### src/rtl/mio_arb_pkg.sv
// Shared encodings for the CPU/display memory-port arbiter: FSM states and grant codes.
package mio_arb_pkg;

    typedef enum logic [1:0] {
        IDLE   = 2'd0,
        ACCESS = 2'd1,
        WAIT   = 2'd2,
        DONE   = 2'd3
    } arb_state_t;

    localparam logic [1:0] GNT_NONE = 2'b00;
    localparam logic [1:0] GNT_CPU  = 2'b01;
    localparam logic [1:0] GNT_DSP  = 2'b10;

endpackage

### src/rtl/mio_arb_pick.sv
// Combinational winner selection between the CPU and the display fetch engine.
module mio_arb_pick
    import mio_arb_pkg::*;
(
    input  logic       cpu_req,
    input  logic       dsp_req,
    input  logic       starve_hit,
    input  logic       rr_ptr,
    output logic [1:0] win
);

    // On contention the display wins only when starved or when the round-robin pointer favours it.
    always_comb begin
        win = GNT_NONE;
        if (cpu_req && dsp_req) begin
            win = (starve_hit || rr_ptr) ? GNT_DSP : GNT_CPU;
        end else if (cpu_req) begin
            win = GNT_CPU;
        end else if (dsp_req) begin
            win = GNT_DSP;
        end
    end

endmodule

### src/rtl/mio_bus_arbiter.sv
// Shares one fixed-latency memory port between the CPU and the display engine.
// Define ARB_ROUND_ROBIN_EN to alternate winners on contention instead of CPU priority.
module mio_bus_arbiter
    import mio_arb_pkg::*;
#(
    parameter int MEM_LAT      = 1,
    parameter int DSP_MAX_WAIT = 8
) (
    input  logic        clk,
    input  logic        reset,
    input  logic        cpu_req,
    input  logic        cpu_we,
    input  logic [31:0] cpu_addr,
    input  logic [31:0] cpu_wdata,
    output logic [31:0] cpu_rdata,
    output logic        cpu_ready,
    input  logic        dsp_req,
    input  logic [31:0] dsp_addr,
    output logic [31:0] dsp_rdata,
    output logic        dsp_ready,
    output logic        mem_en,
    output logic        mem_we,
    output logic [31:0] mem_addr,
    output logic [31:0] mem_wdata,
    input  logic [31:0] mem_rdata,
    output logic [1:0]  grant,
    output logic [1:0]  dbg_state
);

    localparam logic [7:0] STARVE_MAX = 8'(DSP_MAX_WAIT);
    localparam logic [2:0] LAT_LAST   = 3'((MEM_LAT > 1) ? (MEM_LAT - 2) : 0);
`ifdef ARB_ROUND_ROBIN_EN
    localparam bit RR_EN = 1'b1;
`else
    localparam bit RR_EN = 1'b0;
`endif

    arb_state_t  state_q, state_d;
    logic [1:0]  grant_q, grant_d;
    logic        txn_we_q, txn_we_d;
    logic [2:0]  lat_cnt_q, lat_cnt_d;
    logic [7:0]  starve_cnt_q, starve_cnt_d;
    logic        rr_ptr_q, rr_ptr_d;
    logic        mem_en_q, mem_en_d;
    logic        mem_we_q, mem_we_d;
    logic [31:0] mem_addr_q, mem_addr_d;
    logic [31:0] mem_wdata_q, mem_wdata_d;
    logic        cpu_ready_q, cpu_ready_d;
    logic        dsp_ready_q, dsp_ready_d;
    logic [31:0] cpu_rdata_q, cpu_rdata_d;
    logic [31:0] dsp_rdata_q, dsp_rdata_d;

    logic        starve_hit;
    logic        rr_sel;
    logic [1:0]  pick_win;
    logic        done_rd;

    assign starve_hit = !RR_EN && (starve_cnt_q == STARVE_MAX);
    assign rr_sel     = RR_EN && rr_ptr_q;

    mio_arb_pick u_pick (
        .cpu_req    (cpu_req),
        .dsp_req    (dsp_req),
        .starve_hit (starve_hit),
        .rr_ptr     (rr_sel),
        .win        (pick_win)
    );

    always_comb begin
        state_d      = state_q;
        grant_d      = grant_q;
        txn_we_d     = txn_we_q;
        lat_cnt_d    = lat_cnt_q;
        starve_cnt_d = starve_cnt_q;
        rr_ptr_d     = rr_ptr_q;
        mem_en_d     = 1'b0;
        mem_we_d     = 1'b0;
        mem_addr_d   = '0;
        mem_wdata_d  = '0;
        cpu_ready_d  = 1'b0;
        dsp_ready_d  = 1'b0;
        cpu_rdata_d  = cpu_rdata_q;
        dsp_rdata_d  = dsp_rdata_q;

        case (state_q)
            IDLE: begin
                if (pick_win == GNT_CPU) begin
                    state_d     = ACCESS;
                    grant_d     = GNT_CPU;
                    txn_we_d    = cpu_we;
                    mem_en_d    = 1'b1;
                    mem_we_d    = cpu_we;
                    mem_addr_d  = cpu_addr;
                    mem_wdata_d = cpu_wdata;
                end else if (pick_win == GNT_DSP) begin
                    state_d    = ACCESS;
                    grant_d    = GNT_DSP;
                    txn_we_d   = 1'b0;
                    mem_en_d   = 1'b1;
                    mem_addr_d = dsp_addr;
                end
                // A requesting display that did not win this cycle has been refused once more.
                if (pick_win == GNT_DSP) begin
                    starve_cnt_d = '0;
                end else if (dsp_req && (starve_cnt_q != STARVE_MAX)) begin
                    starve_cnt_d = starve_cnt_q + 8'd1;
                end
            end
            ACCESS: begin
                if (MEM_LAT == 1) begin
                    state_d     = DONE;
                    cpu_ready_d = (grant_q == GNT_CPU);
                    dsp_ready_d = (grant_q == GNT_DSP);
                end else begin
                    state_d   = WAIT;
                    lat_cnt_d = '0;
                end
            end
            WAIT: begin
                if (lat_cnt_q == LAT_LAST) begin
                    state_d     = DONE;
                    cpu_ready_d = (grant_q == GNT_CPU);
                    dsp_ready_d = (grant_q == GNT_DSP);
                end else begin
                    lat_cnt_d = lat_cnt_q + 3'd1;
                end
            end
            DONE: begin
                state_d  = IDLE;
                grant_d  = GNT_NONE;
                rr_ptr_d = (grant_q == GNT_CPU);
                if (!txn_we_q && (grant_q == GNT_CPU)) cpu_rdata_d = mem_rdata;
                if (!txn_we_q && (grant_q == GNT_DSP)) dsp_rdata_d = mem_rdata;
            end
            default: state_d = IDLE;
        endcase
    end

    always_ff @(posedge clk) begin
        if (reset) begin
            state_q      <= IDLE;
            grant_q      <= GNT_NONE;
            txn_we_q     <= 1'b0;
            lat_cnt_q    <= '0;
            starve_cnt_q <= '0;
            rr_ptr_q     <= 1'b0;
            mem_en_q     <= 1'b0;
            mem_we_q     <= 1'b0;
            mem_addr_q   <= '0;
            mem_wdata_q  <= '0;
            cpu_ready_q  <= 1'b0;
            dsp_ready_q  <= 1'b0;
            cpu_rdata_q  <= '0;
            dsp_rdata_q  <= '0;
        end else begin
            state_q      <= state_d;
            grant_q      <= grant_d;
            txn_we_q     <= txn_we_d;
            lat_cnt_q    <= lat_cnt_d;
            starve_cnt_q <= starve_cnt_d;
            rr_ptr_q     <= rr_ptr_d;
            mem_en_q     <= mem_en_d;
            mem_we_q     <= mem_we_d;
            mem_addr_q   <= mem_addr_d;
            mem_wdata_q  <= mem_wdata_d;
            cpu_ready_q  <= cpu_ready_d;
            dsp_ready_q  <= dsp_ready_d;
            cpu_rdata_q  <= cpu_rdata_d;
            dsp_rdata_q  <= dsp_rdata_d;
        end
    end

    // Read data is only valid during DONE, so it is forwarded there to line up with the ready pulse.
    assign done_rd   = (state_q == DONE) && !txn_we_q;
    assign cpu_rdata = (done_rd && (grant_q == GNT_CPU)) ? mem_rdata : cpu_rdata_q;
    assign dsp_rdata = (done_rd && (grant_q == GNT_DSP)) ? mem_rdata : dsp_rdata_q;

    assign cpu_ready = cpu_ready_q;
    assign dsp_ready = dsp_ready_q;
    assign mem_en    = mem_en_q;
    assign mem_we    = mem_we_q;
    assign mem_addr  = mem_addr_q;
    assign mem_wdata = mem_wdata_q;
    assign grant     = grant_q;
    assign dbg_state = state_q;

endmodule
### config.mk
export PLATFORM = sky130hd
export DESIGN_NAME = mio_bus_arbiter
export DESIGN_NICKNAME = d
export VERILOG_FILES = /design/src/rtl/mio_arb_pkg.sv /design/src/rtl/mio_arb_pick.sv /design/src/rtl/mio_bus_arbiter.sv
export SDC_FILE = /design/constraint.sdc
export NUM_CORES = 1
export LEC_CHECK = 0
export CORE_MARGIN = 2
export CORE_UTILIZATION = 30
export CTS_BUF_LIST = sky130_fd_sc_hd__clkbuf_4 sky130_fd_sc_hd__clkbuf_8 sky130_fd_sc_hd__clkbuf_16
export DETAILED_ROUTE_END_ITERATION = 6
export PLACE_DENSITY = 0.66
export REMOVE_ABC_BUFFERS = 1
export SETUP_SLACK_MARGIN = 0.5
export SKIP_LAST_GASP = 1
export SLEW_MARGIN = 20
export SYNTH_ARGS = -nofsm -noshare
export SYNTH_HDL_FRONTEND = slang
export SYNTH_SLANG_ARGS = --single-unit
### constraint.sdc
create_clock -name clk -period 3.4 [get_ports clk]
set_input_delay 0.34 -clock clk [delete_from_list [all_inputs] [get_ports clk]]
set_output_delay 0.34 -clock clk [all_outputs]
set_load 0.1 [all_outputs]
Word-level counts from Yosys, hierarchy flattened

Index checks and enable logic that the tools add are counted.

Flip-flop bits (word level): 148
Input bits: 133
Output and inout port bits: 136

Add/sub/neg operators: 2
Equal/unequal tests: 11
Muxes and demuxes: 25
Bitwise logic cells: 3
Reduce and logical (&&, ||, !) cells: 22

Operator list:

| operator                                                                 | count |
|---|---|
| 32-bit 2-to-1 mux                                                        | 4 |
| 2-bit 2-to-1 mux                                                         | 9 |
| 8-bit 2-to-1 mux                                                         | 2 |
| 2-bit AND reduction                                                      | 7 |
| 8-bit by 1-bit adder with 8-bit output (second input constant)           | 1 |
| 2-bit == test (second input constant)                                    | 4 |
| 8-bit by 4-bit == test with 1-bit output (second input constant)         | 1 |
| 8-bit by 4-bit inequality test with 1-bit output (second input constant) | 1 |
| 2-bit one-hot mux with 4 select lines                                    | 1 |
| 1-bit logical AND                                                        | 7 |
| 2-bit by 1-bit == test with 1-bit output (second input constant)         | 3 |
| 1-bit 2-to-1 mux                                                         | 6 |
| 2-bit nonzero test                                                       | 3 |
| 1-bit one-hot mux with 2 select lines                                    | 2 |
| 2-bit one-hot mux with 2 select lines                                    | 1 |
| 3-bit by 1-bit adder with 3-bit output (second input constant)           | 1 |
| 3-bit zero test                                                          | 1 |
| 3-bit inequality test (second input constant)                            | 1 |
| 1-bit NOT                                                                | 3 |
| 3-bit OR reduction                                                       | 1 |
| 2-bit zero test                                                          | 1 |
| 2-bit inequality test (second input constant)                            | 1 |
| 2-bit OR reduction                                                       | 1 |
| 1-bit zero test                                                          | 1 |

Longest topological paths before layout

Word-level depth: 7
Depth in mapped cells: 8
Gate-level depth less buffers: 6

Cells and area by module

From an unflattened synthesis, not the netlist that was laid out.

Cells, all modules: 477
Area total of the unflattened synthesis: 5406.4 µm²

Modules (own cells, without submodules):

| module          | instances | cells each | area each (µm²) | seq. area each (µm²) |
|---|---|---|---|---|
| mio_bus_arbiter | 1         | 473        | 5383.9          | 2962.8 |
| mio_arb_pick    | 1         | 4          | 22.5            | 0.0 |

Least setup slack after synthesis

OpenSTA, ideal clock, no wires.

Kind: flip-flop to flip-flop
Start point: reg state_q[1], in the netlist dbg_state[1]
End point: reg cpu_rdata_q[24]
Setup time: 0.128 ns
Arrival: 2.872 ns
Path slack: 0.400 ns
Cell stages (with the launch flop): 7
Path buffers: 1
Period minus slack after synthesis: 3.000 ns
Cell sequence: dfxtp_1 ha_1 nand2b_1 nor2_1 buf_2 mux2_1 nor2b_1

Cells in the longest elaborated chain, start to end: 2

RTL lines:

| what                          | RTL line               | RTL |
|---|---|---|
| start: declaration            | mio_bus_arbiter.sv:38  | `arb_state_t state_q, state_d;` |
| start signal: assignment      | mio_bus_arbiter.sv:156 | `state_q <= state_d;` |
| 2-bit == test                 | mio_bus_arbiter.sv:85  | `case (state_q)` |
| 2-bit AND reduction (no line) | --                     |  |
| end signal: assignment        | mio_bus_arbiter.sv:168 | `cpu_rdata_q <= cpu_rdata_d;` |
| end: declaration              | mio_bus_arbiter.sv:50  | `logic [31:0] cpu_rdata_q, cpu_rdata_d;` |

Every way passes these cells.
A chain may end at the register's enable or synchronous reset.

Worst setup path after layout

Start point: reg state_q[0], in the netlist dbg_state[0]
End point: out cpu_rdata[18]

Cells in the longest elaborated chain, start to end: 4

RTL lines:

| what              | RTL line               | RTL |
|---|---|---|
| 2-bit == test     | mio_bus_arbiter.sv:174 | `assign done_rd = (state_q == DONE) && !txn_we_q;` |
| 1-bit logical AND | mio_bus_arbiter.sv:174 |  |
| 1-bit logical AND | mio_bus_arbiter.sv:175 | `assign cpu_rdata = (done_rd && (grant_q == GNT_CPU)) ? mem_rdata : cpu_rdata_q;` |
| 32-bit 2-to-1 mux | mio_bus_arbiter.sv:175 |  |
| end: declaration  | mio_bus_arbiter.sv:15  | `output logic [31:0] cpu_rdata,` |

Every way passes these cells.

==> summary.md <==
| Metric | Value |
|---|---|
| Status | completed |
| GRT overflow | 0 |
| Netlist cell types | 39 |
| Fin area | around 8600 sq um |
| Yosys warnings | 0 |
| Slowest cell on the critical path | dfxtp_1 |
| Asr flop ratio synth | 0% |
| Total Routing Usage GR | 15.2% |
| DIE HEIGHT | 137 um |
| Initial DRC Count | 73 |
| Worst Path Buf+Inv | 2 |
| Die area | roughly 19000 sq um |
| # port buffers | 268 |
| Fraction of layout cells with a size suffix above 1 | 22.8% |
| Core Util, Final | 50.0% |
| TNS Setup | 0 ns |
| Mapped Cells | 457 |
| Synth Area per Inst | around 12 sq um |
| Setup crit end kind | output port |
| Drt total wl | 14700 um |
| Global placer's final weighted congestion | 0.787 |
| CTS tree | built |
| Slew Limit Headroom | 30.9% |
| Clock-pin transition on the worst setup and hold timing paths | 0.07 ns |
| Post-DP HPWL | 11400 um |
| I/O pins | 269 |
| Main synth FF type | dfxtp_1 |
| Largest net degree at the start of global routing | 65 |
| DRC viols | 0 |
| Mapped cell area | around 5300 sq um |
| Final nets | 868 |
| Global-route wire length before repair | 21500 um |
| Total core area | 17300 sq um |
| Diode count | 0 |
| Hold Crit Class | in2reg |
| CP max stage delay | 0.41 ns |
| CTS buffer count | 17 |
| Vias after detailed routing | roughly 4200 |
| DRT antenna net count | 0 |
| Final Hold Vio Count | 0 |
| Leakage power | around 3.6 nW |
| Max Fclk | roughly 380 MHz |
| CTS Buffer Depth | 2 |
| First drt pass iteration count | 4 |
| # rows | 48 |
| Starting density of the core | 30.6% |
| WL/cell | around 15 um |
| Worst-path fanout max | 32 |
| Kind of critical path | reg2out |
| DIE WIDTH | between 100 and 150 um |
| CTS H-tree lvls | 4 |
| Via-to-Cell Ratio | 4.33 |
| Seq cells post-synth | 148 |
| Clk_lat worst skew | 0.42 ns |
| Tot Pwr | 4.55 mW |
| CP startpoint kind | flop |
| Final Cycle Share | 78.4% |
| Crit path cell chain | ha_1 -> nand2b_1 -> nor2_4 -> buf_6 -> mux2_2 -> buf_4 |
| Initial antenna violation count | 0 |
| Synthesis-to-finish area growth | 63.1% |
| Root Driver | clkbuf_16 |
| Worst Path Required | a little over 3 ns |
| Final setup skew | about 0.0081 ns |
| Max IR drop VDD | 0.322 mV |
| Vias in the first global route | 4193 |
| Part of the Yosys area used for sequential elements | 55.9% |
| Cell family with most CP delay | buffers and inverters |
| Worst EP arrival | 2.32 ns |
| Area after DPL | 8040 sq um |
| Measured slew at the worst slew-check pin | 1.03 ns |
| Crit path time final | 2.66 ns |
| # clock sinks | 148 |
| PwrDens | about 530 nW/um^2 |
| Hold WS | between 0.3 and 0.4 ns |
| Post-synth EDFFs | 0 |
| Finish-stage setup viols | 0 |
| Cts hold-fix bufs | 0 |
| Unrepaired setup endpoints after global routing | false |
| Final count of pins violating max slew | 0 |
| Number of max-cap violations | 0 |
[state kept, by name (all words and copies together) (netlist names), 2 cells and up]
signal,count
grant,2
mem_wdata,32
dbg_state,2
cpu_rdata_q,32
mem_addr,32
starve_cnt_q,8
lat_cnt_q,3
dsp_rdata_q,32
[routing by layer]
layer  GRT usage, %  wire length [um]
met5              0                 0
met4           6.36               309
met3           5.19              1280
met2           26.5              7210
met1           16.8              5870
[timing repair]
item                       in CTS  in global routing
buffers inserted                0                  3
gates resized for setup         0                  1
setup endpoints to repair       0                 22
[report_power, final]
part,total (mW),internal (mW),switching (mW)
clock,1.82,1.04,0.786
sequential,1.81,1.79,0.0216
combinational,0.916,0.301,0.615
total,4.55,3.13,1.42
[placed cells by master, fill, tap and decap left out, types with 2 or more instances in the layout]
master	Yosys	layout
clkdlybuf4s50_1	0	203
dfxtp_1	148	148
buf_4	0	69
nor2b_1	64	64
mux2_2	56	56
and2_1	33	33
a22o_1	32	32
nor2_1	19	17
clkbuf_16	0	17
inv_1	10	10
nand2_1	10	10
mux2_1	9	9
ha_1	8	8
inv_6	0	6
nand2b_1	5	5
a21oi_1	5	5
xor2_1	5	5
nand3_1	3	3
nand4_1	3	3
clkinvlp_4	0	3
clkinv_4	0	3
nor2_4	0	2
xnor2_1	2	2
nor3_1	2	2
buf_12	0	2
[area by class of cell]
type	count	area [sq um]
multi-input cells	274	2180
clock inverters	14	143
inverters	10	37.5
fillers	1577	8650
flip-flops and latches	148	2960
well taps	225	282
clock buffers	18	433
repair buffers	276	2610
[synth_stat cells (2+ instances only)]
library cell / instances / area (sq um)
a21oi_1: 5 / 25.0
a22o_1: 32 / 280
and2_1: 33 / 206
buf_2: 10 / 50.1
buf_6: 4 / 45.0
clkbuf_1: 8 / 30.0
clkbuf_2: 3 / 15.0
dfxtp_1: 148 / 2960
ha_1: 8 / 100
inv_1: 10 / 37.5
mux2_1: 9 / 101
mux2_2: 56 / 631
nand2_1: 10 / 37.5
nand2b_1: 5 / 31.3
nand3_1: 3 / 15.0
nand4_1: 3 / 18.8
nor2_1: 19 / 71.3
nor2b_1: 64 / 400
nor3_1: 2 / 10.0
xnor2_1: 2 / 17.5
xor2_1: 5 / 43.8
[worst register-to-register path, stage by stage, from the launching register on]
cell     delay, ns
dfxtp_1       0.38
inv_1         0.09
ha_1          0.20
nor4b_4       0.13
a31oi_2       0.31
nor2b_4       0.20
buf_4         0.44
a22o_1        0.31
[path summary, 6_finish.rpt]
path                            slack [ns]  cells after the start                            to                         start
worst max-delay path                  0.74                      6                 cpu_rdata[18]     dbg_state[0]$_SDFFE_PP0P_
worst min-delay path                  0.32                      2  cpu_rdata_q[15]$_SDFFE_PP0P_                         reset
worst min register to register        0.48                      2     lat_cnt_q[1]$_SDFFE_PP0P_     lat_cnt_q[1]$_SDFFE_PP0P_
worst max register to register        1.27                      7       mem_addr[24]$_SDFF_PP0_  starve_cnt_q[0]$_SDFFE_PP0P_
[cells by family after synthesis]
family	Yosys count	share of synthesized area, %
and+or+nand+nor	147	16.7
xor gates and xnor gates	7	1.16
AOI/OAI and AO/OA	46	7.06
adders and majority gates	8	1.89
muxes	66	14.0
DFF	148	55.9
buffers and inverters	35	3.35
[metrics by stage]
step,worst slack [ns],std cells
after CTS,0.596,962
after global placement,1.15,930
after detailed placement,1.06,930
final,0.736,965
after global routing,0.603,965
after floorplan,-0.627,432
No activity file was read; power rests on OpenSTA's default activity.
